**src/rtl/ex_hazard_controller.sv**
```systemverilog
// Hazard/forwarding controller for the 5-stage RV32 pipeline: operand forwarding
// selects, load-use stall, branch-redirect flush/squash, state tracking and event counters.
module ex_hazard_controller #(
    parameter int         CNT_W    = 32,
    parameter logic [1:0] LOAD_SRC = 2'b01
) (
    input  logic             clk,
    input  logic             rst,
    input  logic [4:0]       Rs1D,
    input  logic [4:0]       Rs2D,
    input  logic [4:0]       Rs1E,
    input  logic [4:0]       Rs2E,
    input  logic [4:0]       RD_E,
    input  logic [1:0]       ResultSrcE,
    input  logic [4:0]       RD_M,
    input  logic             RegWriteM,
    input  logic [4:0]       RD_W,
    input  logic             RegWriteW,
    input  logic             PCSrcE,
    input  logic             CntClr,
    output logic [1:0]       ForwardA_E,
    output logic [1:0]       ForwardB_E,
    output logic             StallF,
    output logic             StallD,
    output logic             FlushD,
    output logic             FlushE,
    output logic             SquashE,
    output logic [1:0]       HazState,
    output logic [CNT_W-1:0] StallCnt,
    output logic [CNT_W-1:0] FlushCnt,
    output logic [CNT_W-1:0] FwdCnt
);

    typedef enum logic [1:0] {
        RUN      = 2'b00,
        LDSTALL  = 2'b01,
        REDIRECT = 2'b10
    } haz_state_t;

    localparam logic [CNT_W-1:0] CNT_ONE = {{(CNT_W-1){1'b0}}, 1'b1};
    localparam logic [CNT_W-1:0] CNT_MAX = '1;

    haz_state_t       state_q, state_d;
    logic [CNT_W-1:0] stall_cnt_q, stall_cnt_d;
    logic [CNT_W-1:0] flush_cnt_q, flush_cnt_d;
    logic [CNT_W-1:0] fwd_cnt_q, fwd_cnt_d;
    logic             lu, br, fwd_any;

    // M stage is younger than W, so its result wins; x0 is hard-wired zero.
    function automatic logic [1:0] fwd_sel(input logic [4:0] rs,
                                           input logic [4:0] rd_m, input logic we_m,
                                           input logic [4:0] rd_w, input logic we_w);
        if (we_m && rd_m != 5'd0 && rd_m == rs)
            return 2'b10;
        else if (we_w && rd_w != 5'd0 && rd_w == rs)
            return 2'b01;
        return 2'b00;
    endfunction

    always_comb begin
        ForwardA_E = fwd_sel(Rs1E, RD_M, RegWriteM, RD_W, RegWriteW);
        ForwardB_E = fwd_sel(Rs2E, RD_M, RegWriteM, RD_W, RegWriteW);
        fwd_any    = (ForwardA_E != 2'b00) || (ForwardB_E != 2'b00);
        lu = (ResultSrcE == LOAD_SRC) && (RD_E != 5'd0) && ((RD_E == Rs1D) || (RD_E == Rs2D));
        br = PCSrcE;
    end

    always_ff @(posedge clk or posedge rst) begin
        if (rst) begin
            state_q     <= RUN;
            stall_cnt_q <= '0;
            flush_cnt_q <= '0;
            fwd_cnt_q   <= '0;
        end else begin
            state_q     <= state_d;
            stall_cnt_q <= stall_cnt_d;
            flush_cnt_q <= flush_cnt_d;
            fwd_cnt_q   <= fwd_cnt_d;
        end
    end

    always_comb begin
        state_d = RUN;
        if (br)
            state_d = REDIRECT;
        else if (lu)
            state_d = LDSTALL;
    end

    // A redirect makes everything in F/D/E wrong-path, so it overrides the load-use stall.
    always_comb begin
        StallF  = 1'b0;
        StallD  = 1'b0;
        FlushD  = 1'b0;
        FlushE  = 1'b0;
        SquashE = 1'b0;
        if (br) begin
            FlushD  = 1'b1;
            FlushE  = 1'b1;
            SquashE = 1'b1;
        end else if (lu) begin
            StallF = 1'b1;
            StallD = 1'b1;
            FlushE = 1'b1;
        end
    end

    always_comb begin
        stall_cnt_d = stall_cnt_q;
        flush_cnt_d = flush_cnt_q;
        fwd_cnt_d   = fwd_cnt_q;
        if (CntClr) begin
            stall_cnt_d = '0;
            flush_cnt_d = '0;
            fwd_cnt_d   = '0;
        end else begin
            if (StallD && stall_cnt_q != CNT_MAX)
                stall_cnt_d = stall_cnt_q + CNT_ONE;
            if (br && flush_cnt_q != CNT_MAX)
                flush_cnt_d = flush_cnt_q + CNT_ONE;
            if (fwd_any && fwd_cnt_q != CNT_MAX)
                fwd_cnt_d = fwd_cnt_q + CNT_ONE;
        end
    end

    assign HazState = state_q;
    assign StallCnt = stall_cnt_q;
    assign FlushCnt = flush_cnt_q;
    assign FwdCnt   = fwd_cnt_q;

endmodule
```
**config.mk**
```make
export PLATFORM = sky130hd
export DESIGN_NAME = ex_hazard_controller
export DESIGN_NICKNAME = d
export VERILOG_FILES = /design/src/rtl/ex_hazard_controller.sv
export SDC_FILE = /design/constraint.sdc
export NUM_CORES = 1
export LEC_CHECK = 0
export CORE_MARGIN = 2
export CORE_UTILIZATION = 49
export DETAILED_ROUTE_END_ITERATION = 12
export PLACE_DENSITY_LB_ADDON = 0.1
export SLEW_MARGIN = 20
export SYNTH_ARGS = -nofsm -noshare
export SYNTH_HDL_FRONTEND = slang
export SYNTH_SLANG_ARGS = --single-unit
```
**constraint.sdc**
```tcl
create_clock -name clk -period 4.1 [get_ports clk]
set_clock_uncertainty 0.1 [all_clocks]
set_input_delay 0.615 -clock clk [delete_from_list [all_inputs] [get_ports clk]]
set_output_delay 0.615 -clock clk [all_outputs]
set_load 0.01 [all_outputs]
```
Yosys cells after proc, flatten, opt, wreduce, memory -nomap -nowiden
Index checks and enable logic that the tools add are counted.
{"block": "word_totals", "ff_bits": 98, "inputBits": 43, "wordCells": 60}
{"block": "classes", "add_sub_neg": 3, "eq_ne": 10, "mux": 22, "reduce_logical": 21}
{"operator": "two-way mux 32 bit", "n": 6}
{"operator": "adder 32 x 1 -> 32 bit (second input constant)", "n": 3}
{"operator": "!= test 32 bit (second input constant)", "n": 3}
{"operator": "== test 5 bit", "n": 6}
{"operator": "nonzero test 5 bit", "n": 3}
{"operator": "two-way mux 2 bit", "n": 7}
{"operator": "logical AND 1 bit", "n": 11}
{"operator": "nonzero test 2 bit", "n": 5}
{"operator": "two-way mux 1 bit", "n": 9}
{"operator": "== test 2 x 1 -> 1 bit (second input constant)", "n": 1}
{"operator": "logical OR 1 bit", "n": 2}

Logic depth before layout (Yosys ltp)
Gate-level depths: netlist (run 1).
{"block": "logic_depth", "ltp_word": 11, "mapped_depth": 9}

Least setup slack after synthesis (run 1)
Ideal clock, no wire load.
{"block": "synth_timing", "kind": "input -> output", "start": "in RD_E[1]", "end": "out StallF", "arrival_time_ns": 2.022, "required_ns": 3.385, "slack_ns": 1.363, "cell_stages": 6, "path_buffers": 2, "path_cell_list": "or4_2 > o21ai_1 > or3_1 > buf_6 > inv_1 > buf_4"}
{"block": "synth_between", "elab_chain_len": 5, "word_cells_on_any_way": 8, "classes_between": "eq/ne (2); mux (2); reduce/logical (4)"}
{"element": "start: declaration", "line_no": "13", "text": "input logic [4:0] RD_E,"}
{"element": "== test 5 bit or nonzero test 5 bit (tied branches)", "line_no": "64", "text": "lu = (ResultSrcE == LOAD_SRC) && (RD_E != 5'd0) && ((RD_E == Rs1D) || (RD_E == Rs2D));"}
{"element": "logical OR 1 bit or logical AND 1 bit (tied branches)", "line_no": "64"}
{"element": "logical AND 1 bit (*)", "line_no": "64"}
{"element": "two-way mux 1 bit (*) (2 in series)"}
{"element": "end: declaration", "line_no": "23", "text": "output logic StallF,"}
Every way passes the cells marked *; elsewhere a longest branch is shown, timed or not.

Worst setup path after layout (run 1)
{"block": "layout_timing", "start": "in RD_E[1]", "end": "out StallD"}
{"block": "layout_between", "elab_chain_len": 5, "word_cells_on_any_way": 8, "classes_between": "eq/ne (2); mux (2); reduce/logical (4)"}
{"element": "== test 5 bit or nonzero test 5 bit (tied branches)", "line_no": "64"}
{"element": "logical OR 1 bit or logical AND 1 bit (tied branches)", "line_no": "64"}
{"element": "logical AND 1 bit (*)", "line_no": "64"}
{"element": "two-way mux 1 bit (*)", "line_no": "101", "text": "end else if (lu) begin"}
{"element": "two-way mux 1 bit (*)", "line_no": "97", "text": "if (br) begin"}
{"element": "end: declaration", "line_no": "24", "text": "output logic StallD,"}
Marked as above.

==> flow_summary.yaml, run 1 <==
logic_synthesis:
  synth_edf_count: 0
  synth_area_per_cell_sq_um: 9.20
  ys_ff_latch: 98
  netlist_area_sq_mm: 0.00557
  ys_types: 54
  synth_ff_type: "dfrtp_1"
  netlist_instances: 606
  synth_nets: 652
  async_reset_ff_share_pct: 100
  ys_seq_area_share_pct: 44.0
  ys_warn_count: 0
floorplan:
  io_pins: 150
  initial_core_util_pct: 50.8
  die_y_um: 111
  fp.dieW_um: 111
  fp.dieArea_sq_mm: 0.0122
  fp-row-count: 38
  fp.coreArea_sq_mm: 0.0110
drt:
  first_iter_violations: 397
  drcViolationCount: 0
  ant_nets: 0
  num_vias: 5058
  vias_per_cell: 5.67
  drt_wl_total_mm: 14.3
  wl_per_cell_um: 16.0
  drtPass1Iterations: 5
global_routing:
  overflow: 0
  antenna_found_initial: 0
  grt_max_degree: 71
  grt_usage_pct: 23.7
  grt_first_pass_wirelength_mm: 24.2
  grt_pass1_vias: 4995
cts:
  post_cts_buffers: 0
  cts_buffers: 9
  clkSinkCount: 98
  htreeDepth: 3
  clock_path_buffers: 2
  root_buffer: "clkbuf_16"
  clk_pin_slew_ps: 70
  cts_resized: 0
  clkLatencyLatePin_ps: 340
  ctsHoldBuffers: 0
  cts_tree: "yes"
worst_setup_path:
  rrSetupSlack_ps: 1570
  crit_path_start_kind: "input port"
  crit_arrival_ps: 3080
  reg2reg_depth: 8
  critPathKind: "in2out"
  cp-end-kind: "output port"
  worst-path-max-fanout: 9
  reg2reg_to: "StallCnt[21]"
  r2r-start: "StallCnt[0]"
  worstPathRequired_ps: 3380
worst_hold_path:
  min_from: "FlushCnt[24]"
  hold_path.class: "reg2reg"
  whs_endpoint: "FlushCnt[24]"
  min_path_cells: 2
layout:
  n_antenna_cell: 0
  drive_gt1_share_pct: 5.59
  syn_to_final_growth_pct: 33.9
  multi_input_area_sq_mm: 0.00296
  final_nets: 794
  final-seq-area_sq_mm: 0.00245
  fillCellCount: 896
  finalNonFillerCells: 892
sta:
  finalCriticalPeriod_ps: 3790
  finalSetupViolCount: 0
  fin_tns_setup_ps: 0
  finalHoldViolCount: 0
  clock.fmax_ghz: 0.264
  timing.final.crit_share_pct: 92.5
  maxSlewHeadroom_pct: 32.3
  slew_viol_final: 0
  tightestPinTransition_ps: 1010
  rsz0062_at_grt: "false"
power_and_ir_drop:
  ir_worst_vdd_v: 0.000198
  totalPowerFinal_mw: 2.02
  power.density_mw_per_mm2: 271
  leakage_nw: 2.99
placed_design:
  dp_hpwl_mm: 10.1
  place_congestion: 0.919
  dp.cells: 877
  port_buffers: 149
status:
  status: "complete, no violations"
job:
  maxCapViolCount: 0
-- power breakdown --
part / switching [mW] / leakage (nW) / internal, mW
sequential: 0.00488 / 1.37 / 0.970
combinational: 0.0927 / 1.47 / 0.0730
clock: 0.360 / 0.151 / 0.522
total: 0.458 / 2.99 / 1.56
-- critical path, cell delays in order --
cell and delay (ps):
clkdlybuf4s50_1 460, or4_2 700, o21ai_1 310, or3_1 350
inv_1 130, clkdlybuf4s50_1 500
-- flip-flops by register name, indices dropped and copies added, names as in the netlist --
name	flops
FlushCnt	32
FwdCnt	32
HazState	2
StallCnt	32
-- cell families after synthesis --
group	count (synthesis)	synth area share (%)
AOI/OAI and AO/OA	74	8.66
xor gates and xnor gates	92	14.5
adders and majority gates	3	0.673
buffers and inverters	33	2.92
DFF	98	44.0
muxes	6	1.14
and+or+nand+nor	300	28.1
-- cells in the mapped netlist (7+ instances only) --
library cell	number	share of area, %
and2_1	7	0.79
or4_1	12	1.6
inv_1	10	0.67
nor3_1	16	1.4
nand4_1	31	3.5
xor2_1	73	11
o21ai_0	11	0.99
clkbuf_1	13	0.88
a21oi_1	27	2.4
nor2_1	89	6.0
xnor2_1	19	3.0
or3_1	13	1.5
o31ai_1	12	1.6
nand3_1	39	3.5
nand2_1	40	2.7
dfrtp_1	98	44
and3_1	27	3.0
-- through the flow --
step	instance area [sq um]	worst slack, ps	utilization (%)	hold slack (ps)
2_1_floorplan	5570	823	-	478
6_report	7460	306	68.0	461
5_1_grt	7460	179	68.0	483
3_3_place_gp	7150	390	65.1	438
4_1_cts	7460	286	68.0	466
3_5_place_dp	7150	297	65.1	448
-- layer usage --
| metal | share of wire [%] | up-vias | routed length, um | GRT usage, % |
|---|---|---|---|---|
| met2 | 48 | 158 | 6840 | 38.0 |
| met1 | 45 | 2451 | 6390 | 31.8 |
| li1 | - | 2429 | - | - |
| met4 | 1.7 | 0 | 240 | 8.42 |
| met3 | 5.7 | 20 | 816 | 5.30 |
| met5 | 0 | - | 0 | 0 |
-- area by class of cell --
cell class	count	share of cell area, %
Inverter	10	0.536
Sequential cell	98	32.9
Multi-Input combinational cell	475	39.6
Tap cell	140	2.35
Timing Repair Buffer	154	20.4
Clock inverter	3	0.620
Clock buffer	12	3.57
-- cells in the final DEF, fill, tap and decap left out, types with 2 or more instances in the layout --
cell	Yosys	final
a211o_1	2	2
a21oi_1	27	27
a21oi_2	2	2
a311o_1	2	2
a31o_2	2	2
a31oi_1	2	2
and2_1	7	7
and3_1	27	27
and4_1	4	4
buf_4	3	5
clkbuf_16	0	9
clkbuf_8	0	3
clkdlybuf4s50_1	0	148
dfrtp_1	98	98
ha_1	3	3
inv_1	10	9
mux2_2	3	3
mux2i_1	3	3
nand2_1	40	40
nand3_1	39	39
nand4_1	31	31
nor2_1	89	89
nor2b_1	3	3
nor3_1	16	16
nor3_2	2	2
nor4_1	3	3
nor4_2	2	2
o2111ai_1	3	3
o211ai_1	2	2
o21ai_0	11	11
o21ai_1	3	3
o31ai_1	12	12
or3_1	13	13
or4_1	12	12
xnor2_1	19	19
xor2_1	73	73
-- how the worst max path moves through the flow --
stage / from / endpoint / slack (ps) / cells after the start
floorplan: rst / FlushCnt[0] / 820 / 1
global placement: RD_E[1] / StallD / 390 / 6
detailed placement: RD_E[1] / StallD / 300 / 6
CTS: RD_E[1] / StallD / 290 / 6
global route: RD_E[2] / StallD / 180 / 6
finish: RD_E[1] / StallD / 310 / 6
(Power assumes the default switching activity.)
==> run 2, diff against run 1 <==
--- a/config.mk
+++ b/config.mk
@@ -5,6 +5,7 @@
 export SDC_FILE = /design/constraint.sdc
 export NUM_CORES = 1
 export LEC_CHECK = 0
+export CORE_ASPECT_RATIO = 0.5
 export CORE_MARGIN = 2
 export CORE_UTILIZATION = 49
 export DETAILED_ROUTE_END_ITERATION = 12
==> run 2 against run 1 <==
Compared with the run above:
- final area decreased by 0.28%
- non-clock buffer count decreased by 1
- routed wire length decreased by 2.2%
- largest cell class unchanged
- die area increased by 0.43%
- sequential cell count unchanged
- critical endpoint unchanged
- worst hold slack improved by 4.5 ps
- clock power decreased by 9.1%
- power decreased by 4.0%
- register-to-register slack improved by 80 ps
==> flow_summary.yaml, run 2 (same netlist as run 1, synthesis figures left out) <==
status:
  status: "complete, no violations"
global_routing:
  grt_first_pass_wirelength_mm: 23.3
  overflow: 0
  antenna_found_initial: 0
  grt_max_degree: 66
  grt_pass1_vias: 4842
  grt_usage_pct: 23.5
floorplan:
  die_y_um: 79.4
  fp.coreArea_sq_mm: 0.0110
  fp.dieW_um: 155
  fp.dieArea_sq_mm: 0.0123
  initial_core_util_pct: 50.5
  fp-row-count: 27
  io_pins: 150
worst_setup_path:
  worstPathRequired_ps: 3380
  cp-end-kind: "output port"
  worst-path-max-fanout: 9
  crit_path_start_kind: "input port"
  crit_top_cell: "clkdlybuf4s50_1"
  critPathKind: "in2out"
  crit_arrival_ps: 2990
  path_cells: "clkdlybuf4s50_1 -> or4_2 -> o21ai_1 -> or3_1 -> inv_1 -> clkdlybuf4s50_1"
  max_stage_delay_ps: 680
  slowest_stage: "or4_2"
sta:
  finalSetupViolCount: 0
  fin_tns_setup_ps: 0
  finalHoldViolCount: 0
  slew_viol_final: 0
  clock.fmax_ghz: 0.270
  timing.final.crit_share_pct: 90.4
  rsz0062_at_grt: "false"
  holdWs_ps: 466
  maxSlewHeadroom_pct: 36.6
  tightestPinTransition_ps: 943
  finalCriticalPeriod_ps: 3710
cts:
  cts_tree: "yes"
  post_cts_buffers: 0
  clkSinkCount: 98
  htreeDepth: 3
  clock_path_buffers: 2
  clkLatencyLatePin_ps: 340
  root_buffer: "clkbuf_16"
  cts_buffers: 9
  cts_resized: 0
  ctsHoldBuffers: 0
  clk_pin_slew_ps: 70
layout:
  final-seq-area_sq_mm: 0.00245
  final_common_cell: "clkdlybuf4s50_1"
  syn_to_final_growth_pct: 33.5
  multi_input_area_sq_mm: 0.00296
  mostFrequentLayoutCells: "clkdlybuf4s50_1, dfrtp_1, nor2_1"
  fillCellCount: 944
  n_antenna_cell: 0
  drive_gt1_share_pct: 5.45
  final_nets: 793
  design_area_sq_mm: 0.00744
placed_design:
  placed_cell_area_sq_mm: 0.00716
  place_congestion: 0.815
  port_buffers: 149
  dp_hpwl_mm: 9.93
drt:
  ant_nets: 0
  num_vias: 5054
  wl_per_cell_um: 15.6
  drcViolationCount: 0
  vias_per_cell: 5.63
  drt_wl_total_mm: 14.0
  drtPass1Iterations: 4
  first_iter_violations: 251
job:
  maxCapViolCount: 0
power_and_ir_drop:
  ir_worst_vdd_v: 0.000183
  leakage_nw: 2.97
  power.density_mw_per_mm2: 261
worst_hold_path:
  hold_path.class: "reg2reg"
-- run 2: changes by cell type in the layout (fill, tap and decap cells not counted), sizes merged --
cell,before,now
clkinvlp,1,2
clkbuf,12,11
buf,6,5
clkinv,0,1
inv,11,12
bufinv,1,0
-- run 2: cell type report --
type,instances,area share (%)
multi-input combinational,475,39.8
sequential,98,33.0
inverter,10,0.538
clock inverter,5,0.504
clock buffer,11,3.26
tap,145,2.44
timing repair buffer,153,20.5
-- run 2: final timing paths --
path                               from            to  slack [ps]  depth (start not counted)
max                             RD_E[1]        StallD         390                          6
min                        FlushCnt[24]  FlushCnt[24]         470                          2
max reg2reg                  FwdCnt[20]    FwdCnt[28]        1650                          5
min reg2reg                FlushCnt[24]  FlushCnt[24]         470                          2
max in group asynchronous           rst  FlushCnt[25]        2530                          3
min in group asynchronous           rst   HazState[0]         700                          2
-- run 2: power breakdown --
group          internal, mW  switching [mW]
clock                 0.432           0.370
sequential            0.970         0.00509
combinational        0.0735          0.0918
total                  1.48           0.467
-- run 2: layer usage --
metal	GRT usage (%)	up-vias	wire length, um
li1	-	2439	-
met1	31.0	2464	6420
met2	40.1	134	6710
met3	5.43	17	696
met4	5.37	0	139
met5	0	-	0
-- run 2: critical path, delay by kind of cell --
family / cells / cell delay [ps]
buffers and inverters: 3 / 1080
AO/OA/AOI/OAI: 1 / 290
AND/OR/NAND/NOR: 2 / 1010
-- run 2: stage by stage --
stage / cells / utilization, % / total power, mW / setup slack, ps
after CTS: 897 / 67.4 / 1.97 / 378
after global routing: 897 / 67.4 / 2.02 / 276
after detailed placement: 881 / 64.8 / 1.16 / 377
after global placement: 881 / 64.8 / 1.16 / 426
final: 897 / 67.4 / 1.94 / 394
after floorplan: 606 / - / 1.08 / 823
==> run 3, diff against run 2 <==
--- a/config.mk
+++ b/config.mk
@@ -7,7 +7,7 @@
 export LEC_CHECK = 0
 export CORE_ASPECT_RATIO = 0.5
 export CORE_MARGIN = 2
-export CORE_UTILIZATION = 49
+export CORE_UTILIZATION = 44
 export DETAILED_ROUTE_END_ITERATION = 12
 export PLACE_DENSITY_LB_ADDON = 0.1
 export SLEW_MARGIN = 20
==> constraint.sdc (replaced) <==
create_clock -name clk -period 3.4 [get_ports clk]
set_clock_uncertainty 0.1 [all_clocks]
set_input_delay 0.51 -clock clk [delete_from_list [all_inputs] [get_ports clk]]
set_output_delay 0.51 -clock clk [all_outputs]
set_load 0.01 [all_outputs]
==> run 3 against run 2 <==
Compared with the run above:
- worst hold slack gained 0.82 ps
- sequential power is 21% higher
- routed wire length increased by 1.2%
==> flow_summary.yaml, run 3 (same netlist as run 1, synthesis figures left out) <==
sta:
  slew_viol_final: 0
  finalCriticalPeriod_ps: 3210
  tightestPinTransition_ps: 971
  finalSetupViolCount: 0
  clock.fmax_ghz: 0.312
  fin_tns_setup_ps: 0
  rsz0062_at_grt: "false"
  timing.final.crit_share_pct: 94.4
  finalHoldViolCount: 0
  maxSlewHeadroom_pct: 34.7
global_routing:
  grt_max_degree: 55
  antenna_found_initial: 0
  overflow: 0
  grt_pass1_vias: 4746
  grt_usage_pct: 21.1
  grt_first_pass_wirelength_mm: 23.8
worst_setup_path:
  max_stage_delay_ps: 690
  crit_path_start_kind: "input port"
  critPathKind: "in2out"
  crit_arrival_ps: 2600
  worstPathRequired_ps: 2790
  crit_top_cell: "clkdlybuf4s50_1"
  path_cells: "clkdlybuf4s50_1 -> or4_2 -> o21ai_1 -> or3_1 -> inv_1 -> clkdlybuf4s50_1"
  slowest_stage: "or4_2"
  worst-path-max-fanout: 3
  cp-end-kind: "output port"
cts:
  htreeDepth: 3
  ctsHoldBuffers: 0
  cts_tree: "yes"
  post_cts_buffers: 0
  clock_path_buffers: 2
  clk_pin_slew_ps: 70
  cts_buffers: 9
  clkSinkCount: 98
  clkLatencyLatePin_ps: 340
  root_buffer: "clkbuf_16"
  cts_resized: 0
drt:
  drcViolationCount: 0
  drt_wl_total_mm: 14.1
  ant_nets: 0
  wl_per_cell_um: 15.3
  first_iter_violations: 290
  num_vias: 4998
  drtPass1Iterations: 4
  vias_per_cell: 5.41
layout:
  drive_gt1_share_pct: 6.33
  finalNonFillerCells: 923
  final_common_cell: "clkdlybuf4s50_1"
  final_nets: 800
  n_antenna_cell: 0
  mostFrequentLayoutCells: "clkdlybuf4s50_1, dfrtp_1, nor2_1"
  syn_to_final_growth_pct: 36.0
  fillCellCount: 1053
  design_area_sq_mm: 0.00758
floorplan:
  fp.dieW_um: 163
  initial_core_util_pct: 46.1
  fp-row-count: 28
  die_y_um: 83.6
  io_pins: 150
  fp.dieArea_sq_mm: 0.0136
  fp.coreArea_sq_mm: 0.0121
placed_design:
  place_congestion: 0.853
  dp_hpwl_mm: 10.1
  port_buffers: 149
  dp.cells: 908
  placed_cell_area_sq_mm: 0.00725
job:
  maxCapViolCount: 0
power_and_ir_drop:
  power.density_mw_per_mm2: 329
  ir_worst_vdd_v: 0.000244
  totalPowerFinal_mw: 2.50
  leakage_nw: 3.04
status:
  status: "complete, no violations"
worst_hold_path:
  hold_path.class: "reg2reg"
-- run 3: changes by cell type in the layout (fill, tap and decap cells not counted) --
cell        previous run  this run
buf_12                 1         2
buf_2                  1         0
buf_4                  3        10
bufinv_16              0         2
clkbuf_1               1         0
clkinv_2               1         0
clkinv_4               0         1
clkinvlp_4             2         0
-- run 3: power breakdown --
part | internal, mW | switching [mW] | leakage, nW
Sequential | 1.17 | 0.00638 | 1.37
Combinational | 0.0936 | 0.111 | 1.51
Clock | 0.668 | 0.448 | 0.160
-- run 3: cell type report --
class	count	area (sq um)	area share [%]
sequential	98	2450	32.4
tap	165	206	2.72
multi-input combinational	475	2960	39.0
timing repair buffer	160	1600	21.1
clock buffer	10	239	3.15
inverter	10	40.0	0.528
clock inverter	5	86.3	1.14
-- run 3: per-layer routing --
layer	global-route usage [%]	vias to the layer above	part of all wire, %
met2	34.4	118	47
met3	4.47	2	4.9
li1	-	2442	-
met5	0	-	0
met4	3.14	0	0.21
met1	29.4	2436	48
-- run 3: metrics by stage --
stage                     hold WS [ps]  util (%)  setup slack, ps
after floorplan                    441         -              228
after global placement             442      60.0              241
after detailed placement           450      60.0              199
after CTS                          470      62.7              202
after global routing               505      62.7              115
final                              466      62.7              192
-- run 3: final timing paths --
kind / start / endpoint / slack (ps) / cells past startpoint
min in group asynchronous: rst / FwdCnt[28] / 490 / 2
worst max-delay path: RD_E[1] / StallD / 190 / 6
worst min-delay path: StallCnt[4] / StallCnt[4] / 470 / 2
worst max register to register: FwdCnt[20] / FwdCnt[28] / 920 / 5
worst min register to register: StallCnt[4] / StallCnt[4] / 470 / 2
max in group asynchronous: rst / HazState[1] / 2020 / 3
-- run 3: worst max-delay path: cells and delay by family --
kind / cells / cell delay (ps)
compound gates: 1 / 210
simple gates: 2 / 850
buf+inv: 3 / 1030
